[config.mk]
export PLATFORM = sky130hd
export DESIGN_NAME = ram_master
export DESIGN_NICKNAME = d
export VERILOG_FILES = /design/src/rtl/ram_master_pkg.sv /design/src/rtl/ram_master_addr_counter4.sv /design/src/rtl/ram_master.sv
export SDC_FILE = /design/constraint.sdc
export NUM_CORES = 1
export LEC_CHECK = 0
export CORE_ASPECT_RATIO = 1.5
export CORE_MARGIN = 2
export CORE_UTILIZATION = 45
export CTS_CLUSTER_DIAMETER = 100
export DETAILED_ROUTE_END_ITERATION = 16
export HOLD_SLACK_MARGIN = 0.1
export PLACE_DENSITY = 0.87
export SLEW_MARGIN = 20
export SYNTH_ARGS = -nofsm -noshare
export SYNTH_HDL_FRONTEND = slang
export SYNTH_SLANG_ARGS = --single-unit
[constraint.sdc]
create_clock -name clk -period 3.2 [get_ports clk]
set_clock_uncertainty 0.15 [all_clocks]
set_input_delay 0.32 -clock clk [delete_from_list [all_inputs] [get_ports clk]]
set_output_delay 0.32 -clock clk [all_outputs]
set_load 0.005 [all_outputs]
[src/rtl/ram_master_pkg.sv]
// ram_master_pkg
// Shared definitions for the RAM burst master: default widths, the beat
// limit of one burst and the FSM state encodings. Every RAM master file
// imports this package so the encodings exist in exactly one place.
// No ports (package only).
package ram_master_pkg;

    localparam int DEF_ADDR_W = 4;
    localparam int DEF_DATA_W = 8;

    // A burst length field of ADDR_W bits gives at most 2**ADDR_W beats.
    localparam int MAX_BEATS = 16;

    // FSM encodings kept as plain constants so older tools can share them.
    localparam logic [1:0] ST_IDLE  = 2'd0;
    localparam logic [1:0] ST_WRITE = 2'd1;
    localparam logic [1:0] ST_READ  = 2'd2;
    localparam logic [1:0] ST_DRAIN = 2'd3;

    // True for the states that are allowed to drive the RAM.
    function automatic logic is_mem_state(input logic [1:0] s);
        return (s == ST_WRITE) || (s == ST_READ);
    endfunction

endpackage

[src/rtl/ram_master_addr_counter4.sv]
// addr_counter4
// RAM address counter for the burst master: synchronous load of a burst
// start address, increment by one per beat, natural wrap from the top
// address back to 0.
// Ports:
//   clk        rising-edge clock
//   rst        synchronous active-high reset, clears the count
//   load       load load_value this edge (takes priority over inc)
//   load_value burst start address
//   inc        advance the address by one this edge
//   value      current address
module addr_counter4 #(
    parameter int W = 4
) (
    input  logic         clk,
    input  logic         rst,
    input  logic         load,
    input  logic [W-1:0] load_value,
    input  logic         inc,
    output logic [W-1:0] value
);

    // Wrap from all-ones to zero comes for free from the W-bit adder.
    always_ff @(posedge clk) begin
        if (rst) begin
            value <= '0;
        end else if (load) begin
            value <= load_value;
        end else if (inc) begin
            value <= value + 1'b1;
        end
    end

endmodule

[src/rtl/ram_master.sv]
// ram_master
// Burst controller in front of a single-port RAM with combinational read
// data. A request carries a start address and a length (beats minus one);
// write bursts stream wr_data into consecutive addresses, read bursts
// stream RAM words out through a one-entry registered output stage with
// valid/ready flow control. done pulses for one cycle per completed burst.
// Ports:
//   clk, rst                       clock, synchronous active-high reset
//   req_valid/req_ready            burst request handshake
//   req_write, req_addr, req_len   burst direction, start address, beats-1
//   wr_valid/wr_ready, wr_data     write beat stream
//   rd_valid/rd_ready, rd_data     read beat stream
//   done                           one-cycle burst-complete pulse
//   mem_addr, mem_write_en,
//   mem_read_en, mem_data_in       RAM command side
//   mem_data_out                   RAM read data (valid while mem_read_en)
module ram_master
    import ram_master_pkg::*;
#(
    parameter int ADDR_W = DEF_ADDR_W,
    parameter int DATA_W = DEF_DATA_W
) (
    input  logic              clk,
    input  logic              rst,
    input  logic              req_valid,
    output logic              req_ready,
    input  logic              req_write,
    input  logic [ADDR_W-1:0] req_addr,
    input  logic [ADDR_W-1:0] req_len,
    input  logic              wr_valid,
    output logic              wr_ready,
    input  logic [DATA_W-1:0] wr_data,
    output logic              rd_valid,
    input  logic              rd_ready,
    output logic [DATA_W-1:0] rd_data,
    output logic              done,
    output logic [ADDR_W-1:0] mem_addr,
    output logic              mem_write_en,
    output logic              mem_read_en,
    output logic [DATA_W-1:0] mem_data_in,
    input  logic [DATA_W-1:0] mem_data_out
);

    logic [1:0]        state;
    logic [ADDR_W-1:0] addr;
    logic [ADDR_W-1:0] count;
    logic              done_q;

    logic in_idle;
    logic in_write;
    logic in_read;
    logic accept_req;
    logic write_beat;
    logic read_issue;
    logic last_beat;

    // Every RAM-facing strobe is masked by rst so a reset cycle can never
    // leak a write or read from a burst that is being aborted.
    assign in_idle    = !rst && (state == ST_IDLE);
    assign in_write   = !rst && (state == ST_WRITE);
    assign in_read    = !rst && (state == ST_READ);
    assign accept_req = in_idle && req_valid;
    assign write_beat = in_write && wr_valid;
    // A new word may be fetched only when the output stage is empty or is
    // being emptied on this same edge.
    assign read_issue = in_read && (!rd_valid || rd_ready);
    assign last_beat  = (count == '0);

    assign req_ready    = in_idle;
    assign wr_ready     = in_write;
    assign mem_write_en = write_beat;
    assign mem_read_en  = read_issue;
    assign mem_addr     = (!rst && is_mem_state(state)) ? addr : '0;
    assign mem_data_in  = in_write ? wr_data : '0;
    assign done         = done_q && !rst;

    addr_counter4 #(
        .W(ADDR_W)
    ) u_addr (
        .clk       (clk),
        .rst       (rst),
        .load      (accept_req),
        .load_value(req_addr),
        .inc       (write_beat || read_issue),
        .value     (addr)
    );

    // Burst sequencing: the beat counter runs down to zero and the FSM
    // leaves the data state on the beat issued with count zero. Read bursts
    // pass through DRAIN so done waits until the last word is consumed.
    always_ff @(posedge clk) begin
        if (rst) begin
            state    <= ST_IDLE;
            count    <= '0;
            rd_data  <= '0;
            rd_valid <= 1'b0;
            done_q   <= 1'b0;
        end else begin
            done_q <= 1'b0;
            case (state)
                ST_IDLE: begin
                    if (req_valid) begin
                        count <= req_len;
                        state <= req_write ? ST_WRITE : ST_READ;
                    end
                end
                ST_WRITE: begin
                    if (wr_valid) begin
                        if (last_beat) begin
                            state  <= ST_IDLE;
                            done_q <= 1'b1;
                        end else begin
                            count <= count - 1'b1;
                        end
                    end
                end
                ST_READ: begin
                    // Acceptance of the held word is implied by read_issue
                    // whenever rd_valid is set, so capture covers both.
                    if (read_issue) begin
                        rd_data  <= mem_data_out;
                        rd_valid <= 1'b1;
                        if (last_beat) begin
                            state <= ST_DRAIN;
                        end else begin
                            count <= count - 1'b1;
                        end
                    end
                end
                ST_DRAIN: begin
                    if (rd_valid && rd_ready) begin
                        rd_valid <= 1'b0;
                        state    <= ST_IDLE;
                        done_q   <= 1'b1;
                    end
                end
                default: begin
                    state <= ST_IDLE;
                end
            endcase
        end
    end

endmodule

======== Yosys cells after proc, flatten, opt, wreduce, memory -nomap -nowiden ========
Cells that the tools add are included.
storage, ports and cells
  register bits after elaboration ......... 20
  latch bits .............................. 0
  bits in writable memories ............... 0
  bits in read-only memories .............. 0
  input bits .............................. 30
  output and inout bits ................... 26
  logic and storage cells ................. 64
  memories ................................ 0
operators by class
  add/sub/neg operators ................... 2
  multipliers ............................. 0
  divide/modulo/power cells ............... 0
  order comparisons ....................... 0
  equality and inequality tests ........... 9
  shifts and indexed selects .............. 0
  multiplexer cells ....................... 24
  bitwise logic cells ..................... 0
  reduce and logical (&&, ||, !) cells .... 23
operator list
  kind                                                                    count
  4-bit 2-to-1 mux                                                        7
  2-bit 2-to-1 mux                                                        7
  2-bit inequality test (second input constant)                           6
  4-bit case mux with 3 select lines                                      1
  1-bit logical AND                                                       9
  8-bit 2-to-1 mux                                                        1
  2-bit case mux with 4 select lines                                      1
  6-bit AND reduction                                                     1
  1-bit 2-to-1 mux                                                        5
  4-bit by 1-bit adder with 4-bit output (second input constant)          1
  2-bit equality test (second input constant)                             2
  4-bit logical NOT                                                       1
  1-bit case mux with 2 select lines                                      2
  4-bit AND reduction                                                     1
  2-bit nonzero test                                                      2
  4-bit by 1-bit subtractor with 4-bit output (second input constant)     1
  1-bit logical OR                                                        3
  3-bit AND reduction                                                     1
  3-bit nonzero test                                                      1
  2-bit by 1-bit equality test with 1-bit output (second input constant)  1
  1-bit logical NOT                                                       2
  2-bit logical NOT                                                       1
  2-bit AND reduction                                                     1

======== Longest topological paths before layout ========
Gate-level depths: netlist (run 1).
  depth in word-level cells ............... 6
  gate-level depth with buffers ........... 7
  depth with buffers taken out ............ 6

======== Modules after synthesis ========
From an unflattened synthesis (run 1), not the netlist that was laid out.
unflattened totals
  cells, all modules ...................... 148
  area total of the unflattened synthesis .. 1,317.5 um2
modules (own cells, without submodules)
  module         instances  cells each  area an instance (um2)  sequential area each (um2)
  ram_master     1          126         1,112.3                 320.3
  addr_counter4  1          22          205.2                   80.1

======== Worst setup path before layout (run 1) ========
Ideal clock, no wire load.
  path kind ............................... flip-flop to output port
  from .................................... register state[0]
  to ...................................... output mem_addr[0]
  data arrival time ....................... 1.366 ns
  required time ........................... 2.730 ns
  path slack .............................. 1.364 ns
  stages on the path, launching flop included .. 6
  buffers on the path ..................... 1
  cells stage by stage .................... dfxtp_1 inv_1 ha_1 clkbuf_1 nor2b_1 and2_1
on the way
  longest elaborated chain between the ends .. 4
  elaborated cells between the ends (all ways) .. 5
  classes of those cells .................. eq/ne: 2; mux: 1; reduce/logical: 2
ends and longest elaborated chain
  element                                                                                line                  text
  start: declaration                                                                     ram_master.sv:44      logic [1:0] state;
  start signal: assignment                                                               ram_master.sv:104     state <= req_write ? ST_WRITE : ST_READ;
  2-bit by 1-bit equality test with 1-bit output or 2-bit equality test (tied branches)  ram_master_pkg.sv:22  return (s == ST_WRITE) || (s == ST_READ);
  1-bit logical OR (*)                                                                   ram_master_pkg.sv:22
  1-bit logical AND (*)                                                                  ram_master.sv:73      assign mem_addr = (!rst && is_mem_state(state)) ? addr : '0;
  4-bit 2-to-1 mux (*)                                                                   ram_master.sv:73
  end: declaration                                                                       ram_master.sv:37      output logic [ADDR_W-1:0] mem_addr,
Every way passes the cells marked *; elsewhere a longest branch is shown, timed or not.

======== Final worst setup path (run 1) ========
  from .................................... register state[0]
  to ...................................... output mem_addr[2]
The elaborated chain is that of the path after synthesis.

==> results of run 1 <==
-- cell usage after synthesis, types with 2 or more instances --
cell      instances  area, sq um
nand4_1           2        12.51
o21ai_1           2        10.01
nor2b_1           4        25.02
mux2i_1           9        90.09
or3_1             2        12.51
a31oi_1           2        12.51
and2_1           14        87.58
dfxtp_1          20        400.4
nand2_1           9        33.78
nor2_1           15        56.30
nand2b_1          3        18.77
o31ai_1           2        15.01
clkbuf_1          3        11.26
inv_1             7        26.28
ha_1              9        112.6
a311oi_1          5        43.79
nand3_1           3        15.01
a21oi_1           4        20.02
a211oi_1          2        15.01
-- per-layer routing --
metal / track usage / share of wire
met2: 0.4392 / 0.56
met4: 0.07639 / 0.011
met5: 0 / 0
met1: 0.2252 / 0.36
met3: 0.05208 / 0.073
-- logic make-up (layout without fill, tap and decap cells) --
logic type,Yosys count,in the layout,synth area share
simple gates,59,59,0.2584
mux,10,10,0.08020
flops,20,20,0.3168
xor+xnor,1,1,0.006932
compound gates,32,32,0.2069
buf+inv,13,68,0.04158
fa+ha+maj,9,9,0.08911
-- sequential cells by signal, indices dropped and copies added (netlist names) --
register      flops
rd_valid          1
state             2
rd_data           8
done_q            1
count             4
u_addr.value      4
-- critical path: stages (launching register included) --
cell and delay (ps):
dfxtp_1 430, inv_1 130, ha_1 490, nor2b_1 250, and2_1 150, clkdlybuf4s50_1 500
-- cell type report --
cell class / count / area (sq um)
Sequential cell: 20 / 400.4
Timing Repair Buffer: 56 / 558.0
Multi-Input combinational cell: 111 / 810.8
Clock buffer: 3 / 41.29
Clock inverter: 1 / 30.03
Tap cell: 37 / 46.29
Fill cell: 205 / 759.5
Inverter: 8 / 30.03
-- power breakdown --
part / leakage [nW] / switching, mW / internal (mW)
combinational: 0.571 / 0.384 / 0.375
clock: 0.0357 / 0.0872 / 0.167
sequential: 0.163 / 0.0606 / 0.305
-- path summary, 6_finish.rpt --
path	start	end	slack [ps]	depth (start not counted)
worst max register to register	state[1]	u_addr.value[3]	960	6
worst min-delay path	rd_data[0]	rd_data[0]	350	2
worst min register to register	rd_data[0]	rd_data[0]	350	2
worst max-delay path	state[0]	mem_addr[2]	520	5
==> qor.yml, run 1 <==
outcome:
  status: "completed"
timing:
  hold_viol_final: 0
  finalSetupTns_ps: 0
  maxSlewHeadroom: 0.7124
  drv_slew: 0
  rsz0062_at_grt: "false"
  max_freq_mhz: 373.2
  tightest_slew_ps: 431.4
  period_minus_slack_ps: 2680
  fin_ws_ps: 520.5
  fin_crit_sh: 0.8374
  worst_hold_slack_ps: 352.0
  final-setup-viol-count: 0
layout:
  final_common_cell: "clkdlybuf4s50_1"
  nets: 239
  area_growth_pct: 51.68
  fin_cells: 236
  fin_util: 0.7162
  layout_common_cells: "clkdlybuf4s50_1 (55), dfxtp_1 (20), nor2_1 (15), and2_1 (14)"
  design_area_sq_mm: 0.001917
  drive_gt1_frac: 0.07538
  antenna_cells: 0
clock_tree:
  cts-buffers-inserted: 3
  root_buffer: "clkbuf_8"
  cts_max_path_buffers: 2
  htreeDepth: 1
  cts_setup_buffers: 0
  hold_buffers: 0
  cts_tree: "done"
  insertion_delay_ps: 260
  clk_pin_slew_ps: 80
  cts_sinks: 20
  cts_resized: 0
floorplan:
  die_y_um: 68.90
  core_sq_mm: 0.002676
  rows: 23
  dieArea_sq_mm: 0.003257
  die_width_um: 47.27
  initial_core_util: 0.4722
  ios: 56
routing:
  wl_mm: 3.531
  drc: 0
  ant_nets: 0
  drt-initial-drc-count: 48
  dr.pass1.iters: 6
  vias: 1310
  routedWlPerCell_um: 14.96
  via_per_inst: 5.551
pwr:
  p_leak_nw: 0.7698
  cellPowerDensity_mw_per_mm2: 718.7
  vdd_drop_max_mv: 0.5196
  total_power_mw: 1.378
run:
  drv_cap: 0
yosys:
  synth_cells: 144
  synth_async_sr_flop_share: 0
  synth-edff-count: 0
  ys_seq_area_frac: 0.3168
  ys_types: 46
  synth_area_per_cell_sq_um: 8.776
  ys.flop_type: "dfxtp_1"
  synth-seq-cells: 20
  synth_area_sq_mm: 0.001264
  yosys_warnings: 0
  syn-num-nets: 183
worst_setup_path:
  critPathMaxFanout: 10
  critPathKind: "reg -> out"
  cp-end-kind: "primary output"
  worstPathArrival_ps: 2210
  required_ps: 2730
  critPathLaunchType: "register"
global_route:
  grt_overflow: 0
  grt_max_degree: 27
  antenna_found_initial: 0
  grt_pass1_wl_mm: 5.388
  track_usage: 0.2284
  grt_pass1_vias: 1280
placement:
  io_buffers: 55
  dp_slack_ps: 807.8
  gp_congestion: 0.9077
  place_area_sq_mm: 0.001846
  dp.cells: 232
  dpl.hpwl_mm: 2.739
min_path:
  hold_path.class: "reg -> reg"
(Power assumes the default switching activity.)
==> inputs of run 2 (changes only) <==
--- a/config.mk
+++ b/config.mk
@@ -7,11 +7,11 @@
 export LEC_CHECK = 0
 export CORE_ASPECT_RATIO = 1.5
 export CORE_MARGIN = 2
-export CORE_UTILIZATION = 45
+export CORE_UTILIZATION = 42
 export CTS_CLUSTER_DIAMETER = 100
 export DETAILED_ROUTE_END_ITERATION = 16
 export HOLD_SLACK_MARGIN = 0.1
-export PLACE_DENSITY = 0.87
+export PLACE_DENSITY = 0.82
 export SLEW_MARGIN = 20
 export SYNTH_ARGS = -nofsm -noshare
 export SYNTH_HDL_FRONTEND = slang
==> constraint.sdc (replaced) <==
create_clock -name clk -period 2.5 [get_ports clk]
set_clock_uncertainty 0.15 [all_clocks]
set_input_delay 0.25 -clock clk [delete_from_list [all_inputs] [get_ports clk]]
set_output_delay 0.25 -clock clk [all_outputs]
set_load 0.005 [all_outputs]
==> qor.yml, run 2 (synthesis gave the netlist of run 1 again) <==
outcome:
  status: "completed"
clock_tree:
  clk_pin_slew_ps: 70  # about the same
  cts_max_path_buffers: 2  # unchanged
  htreeDepth: 1  # unchanged
  root_buffer: "clkbuf_8"
  cts_sinks: 20  # unchanged
  hold_buffers: 0  # unchanged
  insertion_delay_ps: 250  # about the same
  cts_tree: "done"
  cts-buffers-inserted: 3  # unchanged
  cts_resized: 0  # unchanged
  cts_setup_buffers: 0  # unchanged
timing:
  worst_hold_slack_ps: 348.0  # -3.965 ps
  fin_crit_sh: 0.9654
  tightest_slew_ps: 423.1  # -8.308 ps
  final-setup-viol-count: 0  # unchanged
  fin_ws_ps: 86.38  # -434.1 ps
  period_minus_slack_ps: 2414
  finalSetupTns_ps: 0  # unchanged
  maxSlewHeadroom: 0.7179  # +0.005538
  max_freq_mhz: 414.3
  drv_slew: 0  # unchanged
  rsz0062_at_grt: "false"
  hold_viol_final: 0  # unchanged
layout:
  area_growth_pct: 53.47
  largest_register_ffs: 8  # unchanged
  largest_registers: "rd_data (8), count (4), u_addr.value (4)"
  final_common_cell: "clkdlybuf4s50_1"
  drive_gt1_frac: 0.08458  # +0.009200
  fillerInstances: 260  # +27%
  layout_common_cells: "clkdlybuf4s50_1 (55), dfxtp_1 (20), nor2_1 (15), and2_1 (14)"
  design_area_sq_mm: 0.001939  # +1.2%
  antenna_cells: 0  # unchanged
  nets: 241  # +0.84%
  fin_util: 0.6727  # -0.04348
  fin_cells: 240  # +1.7%
  largest_register: "rd_data"
placement:
  dp.cells: 236  # +1.7%
  gp_congestion: 0.8257  # -9.0%
  place_area_sq_mm: 0.001863  # +0.95%
  dpl.hpwl_mm: 2.620  # -4.4%
  dp_slack_ps: 318.2  # -489.6 ps
  io_buffers: 55  # unchanged
pwr:
  netSwitchingPower_mw: 0.6672  # +26%
  cellPowerDensity_mw_per_mm2: 910.8  # +27%
  combPwrFrac: 0.557  # +0.007
  power_frac_seq: 0.263  # -0.002
  p_leak_nw: 0.7810  # +1.5%
  vdd_drop_max_mv: 0.5091  # -2.0%
  switching_share: 0.3777  # -0.008015
  total_power_mw: 1.766  # +28%
  p_int_mw: 1.099  # +30%
  clkPwrFrac: 0.180  # -0.004
global_route:
  antenna_found_initial: 0  # unchanged
  grt_pass1_wl_mm: 5.651  # +4.9%
  track_usage: 0.2032  # -0.02518
  grt_overflow: 0  # unchanged
  grt_pass1_vias: 1306  # +2.0%
  grt_max_degree: 18  # -33%
min_path:
  hold_path_depth: 2  # unchanged
  hold_end: "rd_data[5]"
  hp-start: "rd_data[5]"
  hold_path.class: "reg -> reg"
worst_setup_path:
  required_ps: 2100  # -630 ps
  cpMaxStageDelayCell: "clkdlybuf4s50_1"
  rr_startpoint: "state[1]"
  critPathLaunchType: "register"
  crit_chain: "inv_1, ha_1, nor2b_1, and2_1, clkdlybuf4s50_1"
  critPathKind: "reg -> out"
  r2r_end: "u_addr.value[3]"
  slowest_delay_ps: 500  # about the same
  reg2regPathDepth: 6  # unchanged
  rrSetupSlack_ps: 450  # -510 ps
  cp-end-kind: "primary output"
  critPathMaxFanout: 5  # -5
  worstPathArrival_ps: 2010  # -200 ps
floorplan:
  rows: 24  # +4.3%
  initial_core_util: 0.4384  # -0.03382
  ios: 56  # unchanged
  dieArea_sq_mm: 0.003473  # +6.6%
  die_width_um: 48.79  # +3.2%
  die_y_um: 71.18  # +3.3%
  core_sq_mm: 0.002883  # +7.7%
routing:
  via_per_inst: 5.417  # -2.4%
  drc: 0  # unchanged
  vias: 1300  # -0.76%
  drt-initial-drc-count: 33  # -31%
  routedWlPerCell_um: 13.83  # -7.6%
  ant_nets: 0  # unchanged
  dr.pass1.iters: 6  # unchanged
  wl_mm: 3.319  # -6.0%
run:
  drv_cap: 0  # unchanged
-- run 2: cell type report --
cell class / count / area [sq um] / share of cell area
multi-input combinational: 111 / 815.8 / 0.4206
timing repair buffer: 58 / 573.1 / 0.2955
sequential: 20 / 400.4 / 0.2065
tap: 39 / 48.80 / 0.02516
clock buffer: 3 / 41.29 / 0.02129
clock inverter: 1 / 30.03 / 0.01548
inverter: 8 / 30.03 / 0.01548
-- run 2: worst max path at each step --
| stage | depth (start not counted) | startpoint | to |
|---|---|---|---|
| floorplan | 6 | state[0] | count[0] |
| global placement | 5 | rst | mem_addr[1] |
| detailed placement | 5 | state[1] | mem_data_in[4] |
| CTS | 5 | state[1] | mem_data_in[4] |
| global route | 5 | state[1] | mem_data_in[4] |
| finish | 5 | state[0] | mem_addr[2] |
-- run 2: worst max-delay path, delay by kind of cell (launching register included) --
kind,cells,cell delay [ps]
buffers and inverters,2,640
DFF,1,440
and+or+nand+nor,2,380
adders and majority gates,1,320
-- run 2: power by group through the flow --
stage | registers [mW] | logic [mW] | clock network [mW]
2_1_floorplan | 0.451 | 0.665 | 0
3_3_place_gp | 0.461 | 0.928 | 0
3_5_place_dp | 0.468 | 0.959 | 0
4_1_cts | 0.461 | 0.975 | 0.321
5_1_grt | 0.472 | 1.09 | 0.340
6_report | 0.465 | 0.984 | 0.318
-- run 2: routing by layer --
layer | share of wire | track usage | wire (um) | vias up
met5 | 0 | 0 | 0 | -
met4 | 0.021 | 0.09206 | 69 | 0
met3 | 0.086 | 0.04641 | 284 | 6
met2 | 0.52 | 0.3851 | 1731 | 70
met1 | 0.37 | 0.2074 | 1234 | 597
li1 | - | - | - | 627
